`src/rtl/ux607_itcm_arb_pkg.sv`:
```
// Shared ux607 ITCM types: power-FSM state encoding, requester IDs,
// and a width helper for the idle counter.
package ux607_itcm_arb_pkg;

    typedef enum logic [1:0] {
        PWR_RUN   = 2'd0,
        PWR_SLEEP = 2'd1,
        PWR_WAKE  = 2'd2
    } pwr_state_e;

    typedef enum logic {
        REQ_IFU = 1'b0,
        REQ_LSU = 1'b1
    } req_id_e;

    // Bits needed to hold n-1 (at least one bit).
    function automatic int cnt_width(input int n);
        return (n < 2) ? 1 : $clog2(n);
    endfunction

endpackage

```
`src/rtl/ux607_itcm_pwr_fsm.sv`:
```
// ITCM light-sleep controller: idle counter plus RUN/SLEEP/WAKE FSM.
// Ports: clk, rst, any_valid_i, grant_i -> state_o, ram_ls_o.
module ux607_itcm_pwr_fsm
    import ux607_itcm_arb_pkg::*;
#(
    parameter int LS_IDLE = 16
) (
    input  logic       clk,
    input  logic       rst,
    input  logic       any_valid_i,
    input  logic       grant_i,
    output pwr_state_e state_o,
    output logic       ram_ls_o
);

    localparam int CW = cnt_width(LS_IDLE);
    localparam logic [CW-1:0] CNT_LAST =
        (LS_IDLE == 0) ? '0 : CW'(LS_IDLE - 1);
    localparam logic [CW-1:0] CNT_MAX = '1;
    localparam bit SLEEP_EN = (LS_IDLE != 0);

    pwr_state_e    state_q, state_d;
    logic [CW-1:0] cnt_q, cnt_d;

    always_ff @(posedge clk) begin
        if (rst) begin
            state_q <= PWR_RUN;
            cnt_q   <= '0;
        end else begin
            state_q <= state_d;
            cnt_q   <= cnt_d;
        end
    end

    always_comb begin
        state_d = state_q;
        cnt_d   = cnt_q;
        unique case (state_q)
            PWR_RUN: begin
                if (grant_i) begin
                    cnt_d = '0;
                end else begin
                    if (cnt_q != CNT_MAX) begin
                        cnt_d = cnt_q + 1'b1;
                    end
                    if (SLEEP_EN && (cnt_q == CNT_LAST) && !any_valid_i) begin
                        state_d = PWR_SLEEP;
                    end
                end
            end
            PWR_SLEEP: begin
                if (any_valid_i) begin
                    state_d = PWR_WAKE;
                end
            end
            PWR_WAKE: begin
                state_d = PWR_RUN;
                cnt_d   = '0;
            end
            default: begin
                state_d = PWR_RUN;
                cnt_d   = '0;
            end
        endcase
    end

    assign state_o  = state_q;
    assign ram_ls_o = (state_q == PWR_SLEEP);

endmodule

```
`src/rtl/ux607_itcm_arb.sv`:
```
// ITCM arbiter: IFU/LSU onto one single-port RAM with light-sleep control.
// Ports: ifu_req/rsp, lsu_req/rsp, ram_* access and power pins.
// Macro UX607_ITCM_ARB_RR_EN selects round-robin (else LSU fixed priority).
module ux607_itcm_arb
    import ux607_itcm_arb_pkg::*;
#(
    parameter int AW      = 13,
    parameter int DW      = 64,
    parameter int MW      = 8,
    parameter int LS_IDLE = 16
) (
    input  logic          clk,
    input  logic          rst,
    input  logic          ifu_req_valid,
    output logic          ifu_req_ready,
    input  logic [AW-1:0] ifu_req_addr,
    output logic          ifu_rsp_valid,
    output logic [DW-1:0] ifu_rsp_data,
    input  logic          lsu_req_valid,
    output logic          lsu_req_ready,
    input  logic          lsu_req_write,
    input  logic [AW-1:0] lsu_req_addr,
    input  logic [MW-1:0] lsu_req_wem,
    input  logic [DW-1:0] lsu_req_wdata,
    output logic          lsu_rsp_valid,
    output logic [DW-1:0] lsu_rsp_data,
    output logic          ram_cs,
    output logic [AW-1:0] ram_addr,
    output logic [MW-1:0] ram_wem,
    output logic [DW-1:0] ram_din,
    input  logic [DW-1:0] ram_dout,
    output logic          ram_ls,
    output logic          ram_ds,
    output logic          ram_sd
);

    pwr_state_e pwr_state;
    logic       pwr_ls;
    logic       run;
    logic       gnt_ifu;
    logic       gnt_lsu;
    logic       gnt;

    assign run = !rst && (pwr_state == PWR_RUN);

`ifdef UX607_ITCM_ARB_RR_EN
    req_id_e last_q, last_d;

    // On conflict the requester not granted last wins.
    assign ifu_req_ready = run && (!lsu_req_valid || last_q == REQ_LSU);
    assign lsu_req_ready = run && (!ifu_req_valid || last_q == REQ_IFU);

    always_comb begin
        last_d = last_q;
        if (gnt_lsu) begin
            last_d = REQ_LSU;
        end else if (gnt_ifu) begin
            last_d = REQ_IFU;
        end
    end

    always_ff @(posedge clk) begin
        if (rst) begin
            last_q <= REQ_IFU;
        end else begin
            last_q <= last_d;
        end
    end
`else
    assign lsu_req_ready = run;
    assign ifu_req_ready = run && !lsu_req_valid;
`endif

    assign gnt_ifu = ifu_req_valid && ifu_req_ready;
    assign gnt_lsu = lsu_req_valid && lsu_req_ready;
    assign gnt     = gnt_ifu || gnt_lsu;

    ux607_itcm_pwr_fsm #(
        .LS_IDLE (LS_IDLE)
    ) u_pwr (
        .clk         (clk),
        .rst         (rst),
        .any_valid_i (ifu_req_valid || lsu_req_valid),
        .grant_i     (gnt),
        .state_o     (pwr_state),
        .ram_ls_o    (pwr_ls)
    );

    assign ram_cs   = gnt;
    assign ram_addr = gnt_lsu ? lsu_req_addr : ifu_req_addr;
    assign ram_wem  = (gnt_lsu && lsu_req_write) ? lsu_req_wem : '0;
    assign ram_din  = lsu_req_wdata;
    assign ram_ls   = pwr_ls && !rst;
    assign ram_ds   = 1'b0;
    assign ram_sd   = 1'b0;

    logic ifu_rv_q, ifu_rv_d;
    logic lsu_rv_q, lsu_rv_d;
    logic lsu_rd_q, lsu_rd_d;

    always_comb begin
        ifu_rv_d = gnt_ifu;
        lsu_rv_d = gnt_lsu;
        lsu_rd_d = gnt_lsu && !lsu_req_write;
    end

    always_ff @(posedge clk) begin
        if (rst) begin
            ifu_rv_q <= 1'b0;
            lsu_rv_q <= 1'b0;
            lsu_rd_q <= 1'b0;
        end else begin
            ifu_rv_q <= ifu_rv_d;
            lsu_rv_q <= lsu_rv_d;
            lsu_rd_q <= lsu_rd_d;
        end
    end

    // Gating with rst kills a response to a grant made just before reset.
    assign ifu_rsp_valid = ifu_rv_q && !rst;
    assign lsu_rsp_valid = lsu_rv_q && !rst;
    assign ifu_rsp_data  = ifu_rsp_valid ? ram_dout : '0;
    assign lsu_rsp_data  = (lsu_rsp_valid && lsu_rd_q) ? ram_dout : '0;

endmodule

```
`config.mk`:
```
export PLATFORM = sky130hd
export DESIGN_NAME = ux607_itcm_arb
export DESIGN_NICKNAME = d
export VERILOG_FILES = /design/src/rtl/ux607_itcm_arb_pkg.sv /design/src/rtl/ux607_itcm_pwr_fsm.sv /design/src/rtl/ux607_itcm_arb.sv
export SDC_FILE = /design/constraint.sdc
export NUM_CORES = 1
export LEC_CHECK = 0
export ABC_AREA = 1
export CORE_AREA = 2 2 149 151
export DETAILED_ROUTE_END_ITERATION = 10
export DIE_AREA = 0 0 151 153
export PLACE_DENSITY_LB_ADDON = 0.3
export SYNTH_ARGS = -nofsm -noshare
export SYNTH_HDL_FRONTEND = slang
export SYNTH_HIERARCHICAL = 1
export SYNTH_SLANG_ARGS = --single-unit
```
`constraint.sdc`:
```
create_clock -name clk -period 2.5 [get_ports clk]
set_clock_uncertainty 0.2 [all_clocks]
set_input_delay 0.375 -clock clk [delete_from_list [all_inputs] [get_ports clk]]
set_output_delay 0.375 -clock clk [all_outputs]
set_load 0.005 [all_outputs]
```
# Word-level counts from Yosys, hierarchy flattened
# Cells that the tools add are included.
# word_totals
output_inout_bits,221
input_bits,167
elab_cells,45
regBits,9
# op_classes
mux,11
n_addsub,1
reduce_logical,20
n_bitwise,1
eq_ne,7
# ops
cell,count
$mux 64,2
$mux 13,1
$logic_and 1x1->1,11
$mux 4,2
$mux 8,1
$pmux 4 s2,1
$mux 2,3
$add 4x1->4 const B,1
$eq 4x4->1 const B,1
$logic_not 1->1,4
$ne 2x1->1 const B,2
$ne 4x4->1 const B,1
$pmux 2 s2,1
$ne 3x2->1 const B,1
$reduce_and 3->1,1
$eq 2x1->1 const B,1
$logic_not 2->1,1
$logic_or 1x1->1,2
$ne 2x2->1 const B,1
$reduce_and 2->1,1
$not 1->1,1

# Longest topological paths before layout
# Gate-level depths: netlist of the first run.
# logic_depth
depth_word,7
ltp_mapped,8
ltp_nobuf,8

# Hierarchy
# The synthesis of the first run kept the hierarchy.
# by_module_without_submodules
module,instances,cells_per_inst,seq_area_each_um2,area_each_um2
ux607_itcm_arb,1,356,60.1,1828.0
ux607_itcm_pwr_fsm,1,39,120.1,304.0

# Least setup slack after synthesis of the first run
# No wires, ideal clock.
# synth_path
kind,input to register
start,input port rst
end,register u_pwr.cnt_q[0]
path_buffers,0
arrival_ns,1.246
setup_slack_ns,0.935
required_time_ns,2.181
stages,8
setup_ns,0.119
cell_sequence,nor2_4 -> nand2_1 -> a21oi_1 -> inv_1 -> nand2_1 -> o21bai_4 -> inv_2 -> a21oi_1
# synth_between
elab_chain_cells,7
word_cells_on_any_way,10
cone_classes,eq/ne: 1; mux: 2; reduce/logical: 7
# synth_rtl
element,line,source
"start, declared",ux607_itcm_arb.sv:13,"input logic rst,"
$logic_not 1->1 (*),ux607_itcm_arb.sv:44,assign run = !rst && (pwr_state == PWR_RUN);
$logic_and 1x1->1 (*),ux607_itcm_arb.sv:44,
$logic_and 1x1->1,ux607_itcm_arb.sv:71,assign ifu_req_ready = run && !lsu_req_valid;
$logic_and 1x1->1,ux607_itcm_arb.sv:74,assign gnt_ifu = ifu_req_valid && ifu_req_ready;
$logic_or 1x1->1 (*),ux607_itcm_arb.sv:76,assign gnt = gnt_ifu || gnt_lsu;
via ram_cs,ux607_itcm_arb.sv:27,"output logic ram_cs,"
$mux 4 / $ne 3x2->1 (equally long branches),-,
$pmux 4 s2 / $reduce_and 2->1 (equally long branches),-,
"end signal, assigned",ux607_itcm_pwr_fsm.sv:31,cnt_q <= cnt_d;
"end, declared",ux607_itcm_pwr_fsm.sv:23,"logic [CW-1:0] cnt_q, cnt_d;"
# The timed path passes the listed nets; every way through them passes the cells marked *.
# A chain may end at the register's enable or synchronous reset.

# Worst setup path in the final report of the first run
# layout_path
start,input port lsu_req_valid
end,output port ram_wem[3]
# layout_between
elab_chain_cells,3
# layout_rtl
element,line,source
"start, declared",ux607_itcm_arb.sv:19,"input logic lsu_req_valid,"
$logic_and 1x1->1,ux607_itcm_arb.sv:75,assign gnt_lsu = lsu_req_valid && lsu_req_ready;
$logic_and 1x1->1,ux607_itcm_arb.sv:91,assign ram_wem = (gnt_lsu && lsu_req_write) ? lsu_req_wem : '0;
$mux 8,ux607_itcm_arb.sv:91,
"end, declared",ux607_itcm_arb.sv:29,"output logic [MW-1:0] ram_wem,"
# Every way passes these cells.

==> impl_metrics.csv, run 1 <==
group,metric,value,unit
run_status,run_status,"finished clean",
clock_tree,path_clk_slew,40,ps
drt,vias_per_cell,3.33,
synthesis,yosys-top-cells-area,"nor2_1 25%, buf_4 24%, inv_1 15%, dfxtp_1 8.5%, nand2_1 6.5%",
critical_path,cp_cell_sequence,"clkdlybuf4s50_1, buf_12, nand4_4, nor2_1, clkdlybuf4s50_1",
sta,setup_ws,89.9,ps
finish,multi_input_area,991,um2
grt,gr-max-usage-layer,"met2",
finish,fillers,2398,
placement,port_buffers,257,
finish,num_antenna_cells,0,
critical_path,reg2reg_from,"u_pwr/state_o[0]",
finish,syn2layout_area_growth,124,%
critical_path,crit_fanout,16,
clock_tree,cts_buffers,3,
critical_path,cp-end-kind,"output port",
grt,track_usage,7.48,%
power_and_ir_drop,power.share.clock,33.7,%
placement,hpwl,8.31,mm
clock_tree,cts_sinks,9,
critical_path,worstSetupStartpoint,"lsu_req_valid",
placement,place_inst,868,
sta,grt_setup_unrepaired,"no",
finish,layout.area.seq,180,um2
drt,drc,0,
synthesis,yosys_warnings,6,
placement,post_dp_cell_area,4580,um2
critical_path,crit_top_cell,"clkdlybuf4s50_1",
floorplanning,die_h,153,um
grt,met1_usage,7.14,%
drt,wl_per_cell,11.2,um
synthesis,ys_seq_area_share,8.45,%
sta,fmax,415,MHz
min_path,hold_start,"u_pwr/cnt_q[0]",
synthesis,synth_top_cell_by_area,"nor2_1",
sta,setup_violations,0,
critical_path,worstSetupStartpointType,"input pin",
run,maxCapViolCount,0,
power_and_ir_drop,p_per_area,178,nW/um2
power_and_ir_drop,p_comb_share,48.2,%
clock_tree,cts_tree,"yes",
synthesis,syn_area_per_cell,5.40,um2
grt,grt_pass1_wl,14.0,mm
floorplanning,die_w,151,um
power_and_ir_drop,seq_power_share,18.1,%
sta,timing.hold.ws,307,ps
critical_path,slowest_stage,"clkdlybuf4s50_1",
finish,design_area,4770,um2
drt,routed_wl,9.91,mm
power_and_ir_drop,p_switching,0.219,mW
grt,grt_pass1_vias,2736,
sta,hold_viol,0,
drt,drtPass1Iterations,4,
sta,period_needed,2410,ps
grt,antenna_found_initial,0,
power_and_ir_drop,internal-power,0.628,mW
critical_path,required,1920,ps
grt,use_met3,5.34,%
critical_path,cp.arrival,1840,ps
sta,post-route-period-util,96.4,%
drt,first_iter_violations,33,
placement,dp_slack,-251,ps
synthesis,ys_ff_latch,9,
grt,globalRouteMet2Util,13.4,%
clock_tree,clock_latency,240,ps
power_and_ir_drop,swShare,25.8,%
clock_tree,hold_buffers,0,
sta,totalNegativeSetupSlack,0,ps
finish,finalNonFillerCells,881,
floorplanning,core-area,21500,um2
grt,grt_max_degree,65,
power_and_ir_drop,max-vdd-ir-drop,0.000165,V
placement,gp_congestion,0.688,
synthesis,synth_cells,395,
sta,slew_violations,0,
synthesis,syn_area,2130,um2
clock_tree,htree_levels,1,
drt,vias,2937,
finish,layout.nets,770,
critical_path,max_stage_delay,510,ps
synthesis,synth_cell_types,25,
floorplanning,ioPinCount,388,
drt,ant_nets,0,
floorplanning,start_util,9.92,%
finish,layout-drive-gt1-share,7.82,%
floorplanning,die_area,23100,um2
clock_tree,clk_path_buf_depth,2,
synthesis,synth_top_area_share,25.2,%
critical_path,path_class,"input pin to output port",
clock_tree,clock-root-buffer,"clkbuf_16",
power_and_ir_drop,p_leak,2.16,nW
grt,overflow,0,
min_path,holdCritPathClass,"flip-flop to flip-flop",
floorplanning,rows,54,
-- synthesized netlist by cell type (all sizes together) --
library cell  instances
nor3                  2
nor2                147
nand3                 4
clkbuf                6
nand4                16
inv                  86
ha                    1
nand2                38
o21bai                2
a21oi                 5
conb                  1
dfxtp                 9
or2                   1
buf                  77
-- per-layer routing --
metal / wire (um) / vias to the layer above
met3: 1850 / 3
met2: 4630 / 242
met1: 3400 / 1213
met4: 34 / 0
li1: - / 1479
met5: 0 / -
-- final cells by class --
cell class,instances,share of cell area [%]
Clock buffer,4,1.65
Inverter,86,6.85
Multi-Input combinational cell,219,20.8
Sequential cell,9,3.78
Tap cell,280,7.35
Timing Repair Buffer,283,59.6
-- critical path, delay by kind of cell --
| family | cells | cell delay (ps) |
|---|---|---|
| buffers and inverters | 3 | 1170 |
| AND/OR/NAND/NOR | 2 | 280 |
-- cell usage in the layout, fill, tap and decap left out, drive strengths merged --
| master | n |
|---|---|
| inv | 85 |
| clkbuf | 6 |
| nand2 | 38 |
| nor3 | 2 |
| dfxtp | 9 |
| clkinvlp | 1 |
| clkdlybuf4s50 | 254 |
| ha | 1 |
| o21bai | 2 |
| conb | 2 |
| nand3 | 5 |
| or2 | 1 |
| dlygate4sd2 | 2 |
| a21oi | 5 |
| buf | 25 |
| nand4 | 16 |
| nor2 | 147 |
-- worst paths after layout --
kind | to | slack [ps] | cells after the start
setup / recovery | ram_wem[3] | 90 | 5
hold / removal | u_pwr/cnt_q[0] | 310 | 1
setup reg to reg | u_pwr/cnt_q[3] | 600 | 9
hold reg to reg | u_pwr/cnt_q[0] | 310 | 1
-- state kept, by name, summed over array words and instances (netlist names) --
name	cells
lsu_rd_q	1
ifu_rv_q	1
u_pwr/state_o	2
lsu_rv_q	1
u_pwr/cnt_q	4
-- stage by stage --
stage	power, mW	util, %
after floorplan	0.354	-
after global placement	0.556	21.3
after detailed placement	0.555	21.3
after CTS	0.850	21.8
after global routing	0.898	22.2
final	0.847	22.2
-- cells by family after synthesis --
logic type	count (synthesis)	share of synthesized area, %
simple gates	208	41.4
fa+ha+maj	1	0.587
other cells	1	0.176
buf+inv	169	47.0
flops	9	8.45
compound gates	7	2.41
-- power by group through the flow --
stage / combinational [mW] / clock, mW / sequential [mW]
final: 0.408 / 0.285 / 0.153
after global routing: 0.448 / 0.297 / 0.154
after CTS: 0.404 / 0.293 / 0.153
after detailed placement: 0.399 / 0 / 0.156
after global placement: 0.400 / 0 / 0.156
after floorplan: 0.200 / 0 / 0.155
-- what timing repair did --
| item | CTS | global route |
|---|---|---|
| cloned | 0 | 2 |
| hold endpoints to repair | 0 | 0 |
| buffers inserted | 1 | 6 |
| pin swaps | 1 | 1 |
| endpoints found under the setup margin | 152 | 33 |
| gates resized for setup | 6 | 5 |
(Power assumes the default switching activity.)
==> inputs of run 2 (changes only) <==
--- a/config.mk
+++ b/config.mk
@@ -6,9 +6,11 @@
 export NUM_CORES = 1
 export LEC_CHECK = 0
 export ABC_AREA = 1
-export CORE_AREA = 2 2 149 151
+export CELL_PAD_IN_SITES_DETAIL_PLACEMENT = 2
+export CELL_PAD_IN_SITES_GLOBAL_PLACEMENT = 2
+export CORE_MARGIN = 2
+export CORE_UTILIZATION = 10
 export DETAILED_ROUTE_END_ITERATION = 10
-export DIE_AREA = 0 0 151 153
 export PLACE_DENSITY_LB_ADDON = 0.3
 export SYNTH_ARGS = -nofsm -noshare
 export SYNTH_HDL_FRONTEND = slang
==> run 2 against run 1 <==
Compared with the run above:
- fmax rose by 1.9%
- clock power barely moved
- critical endpoint is now ram_addr[10]
- non-clock buffer count fell by 6
- worst setup slack improved by 45 ps
- largest power group unchanged
- critical path type is now flip-flop to output port
==> impl_metrics.csv, run 2 (synthesis results as in run 1) <==
group,metric,value,unit
critical_path,path_class,"flip-flop to output port",
sta,period_needed,2360,ps
clock_tree,path_clk_slew,40,ps
clock_tree,htree_levels,1,
finish,layout_commonest_cell,"clkdlybuf4s50_1",
placement,place_inst,863,
run,maxCapViolCount,0,
finish,num_antenna_cells,0,
drt,vias_per_cell,3.51,
critical_path,reg2reg_slack,650,ps
critical_path,timing.rr.end,"u_pwr/cnt_q[2]",
grt,grt_pass1_wl,18.0,mm
power_and_ir_drop,swShare,26.9,%
finish,finalNonFillerCells,870,
clock_tree,clock_latency,240,ps
clock_tree,clock-root-buffer,"clkbuf_16",
drt,wl_per_cell,14.3,um
sta,post-route-period-util,94.6,%
drt,drc,0,
critical_path,required,1920,ps
clock_tree,cts_buffers,3,
power_and_ir_drop,p_per_area,183,nW/um2
sta,fmax,423,MHz
power_and_ir_drop,p_comb_share,48.6,%
finish,top_register,"u_pwr/cnt_q",
finish,design_area,4700,um2
floorplanning,ioPinCount,388,
critical_path,worstSetupStartpoint,"u_pwr/state_o[0]",
power_and_ir_drop,p_switching,0.231,mW
sta,timing.hold.ws,185,ps
floorplanning,die_w,150,um
grt,antenna_found_initial,0,
sta,slew_violations,0,
power_and_ir_drop,max-vdd-ir-drop,0.000167,V
finish,fillers,2503,
floorplanning,die_area,22500,um2
finish,syn2layout_area_growth,120,%
drt,ant_nets,0,
drt,vias,3055,
critical_path,worstSetupEndpoint,"ram_addr[10]",
drt,drtPass1Iterations,4,
sta,grt_setup_unrepaired,"no",
finish,layout_common_cells,"255 x clkdlybuf4s50_1, 143 x nor2_1, 84 x inv_1",
sta,hold_viol,0,
floorplanning,rows,53,
critical_path,worstSetupStartpointType,"flip-flop",
grt,grt_pass1_vias,3334,
critical_path,cp.arrival,1790,ps
power_and_ir_drop,p_leak,2.13,nW
grt,grt_max_degree,34,
critical_path,cp-end-kind,"output port",
placement,hpwl,10.8,mm
clock_tree,clk_path_buf_depth,2,
min_path,holdCritPathClass,"input pin to flip-flop",
clock_tree,hold_buffers,0,
placement,post_dp_cell_area,4580,um2
drt,first_iter_violations,34,
grt,overflow,0,
power_and_ir_drop,power.share.clock,33.5,%
critical_path,worst-r2r-cell-count,10,
finish,largest_register_ff_count,4,
critical_path,crit_fanout,16,
sta,totalNegativeSetupSlack,0,ps
critical_path,reg2reg_from,"u_pwr/state_o[0]",
clock_tree,cts_sinks,9,
finish,layout-drive-gt1-share,6.72,%
clock_tree,cts_tree,"yes",
floorplanning,start_util,10.2,%
placement,port_buffers,257,
finish,layout.nets,764,
grt,track_usage,10.1,%
power_and_ir_drop,internal-power,0.628,mW
run_status,run_status,"finished clean",
power_and_ir_drop,seq_power_share,17.9,%
drt,routed_wl,12.5,mm
sta,setup_violations,0,
floorplanning,core-area,21000,um2
placement,gp_congestion,0.740,
floorplanning,die_h,150,um
[run 2: critical path, cell delays in order (launching register included)]
cell             delay (ps)
dfxtp_1                 320
inv_1                   120
buf_4                   260
nand3_2                 210
nand2_1                 120
nand2_1                  60
clkdlybuf4s50_1         450
[run 2: worst min path at each step]
stage                     depth (start not counted)            from              to  slack (ps)
final                                             2             rst  u_pwr/cnt_q[2]         190
after global routing                              2             rst  u_pwr/cnt_q[2]         200
after CTS                                         2  u_pwr/cnt_q[1]  u_pwr/cnt_q[1]         310
after detailed placement                          2  u_pwr/cnt_q[1]  u_pwr/cnt_q[1]         300
after global placement                            2  u_pwr/cnt_q[1]  u_pwr/cnt_q[1]         290
after floorplan                                   1             rst  u_pwr/cnt_q[1]         240
[run 2: routing by layer]
metal	vias to the layer above	track usage, %	wire length, um
met5	-	0	0
met4	0	1.51	97
met3	13	3.72	1400
met2	218	19.2	6260
met1	1362	10.7	4710
li1	1462	-	-
[run 2: area by class of cell]
class / instances / area (um2) / share of cell area [%]
sequential: 9 / 180 / 3.84
tap: 275 / 344 / 7.33
timing repair buffer: 277 / 2790 / 59.4
clock buffer: 4 / 78.8 / 1.68
multi-input combinational: 219 / 978 / 20.8
inverter: 86 / 323 / 6.87
[run 2: stage by stage]
step / worst slack [ps] / util [%] / power, mW
2_1_floorplan: 935 / - / 0.354
3_3_place_gp: -231 / 21.9 / 0.562
3_5_place_dp: -317 / 21.9 / 0.575
4_1_cts: 3.34 / 22.3 / 0.872
5_1_grt: 33.3 / 22.4 / 0.917
6_report: 135 / 22.4 / 0.859
[run 2: power groups by stage]
stage	Combinational, mW	Clock (mW)	Sequential, mW
2_1_floorplan	0.200	0	0.155
3_3_place_gp	0.406	0	0.156
3_5_place_dp	0.419	0	0.156
4_1_cts	0.424	0.294	0.154
5_1_grt	0.459	0.305	0.154
6_report	0.418	0.288	0.154
[run 2: repair_timing]
action | CTS | global route
setup endpoints to repair | 152 | 36
gates cloned | 0 | 1
buffers inserted | 1 | 1
resized for setup | 4 | 3
pin swaps | 1 | 0
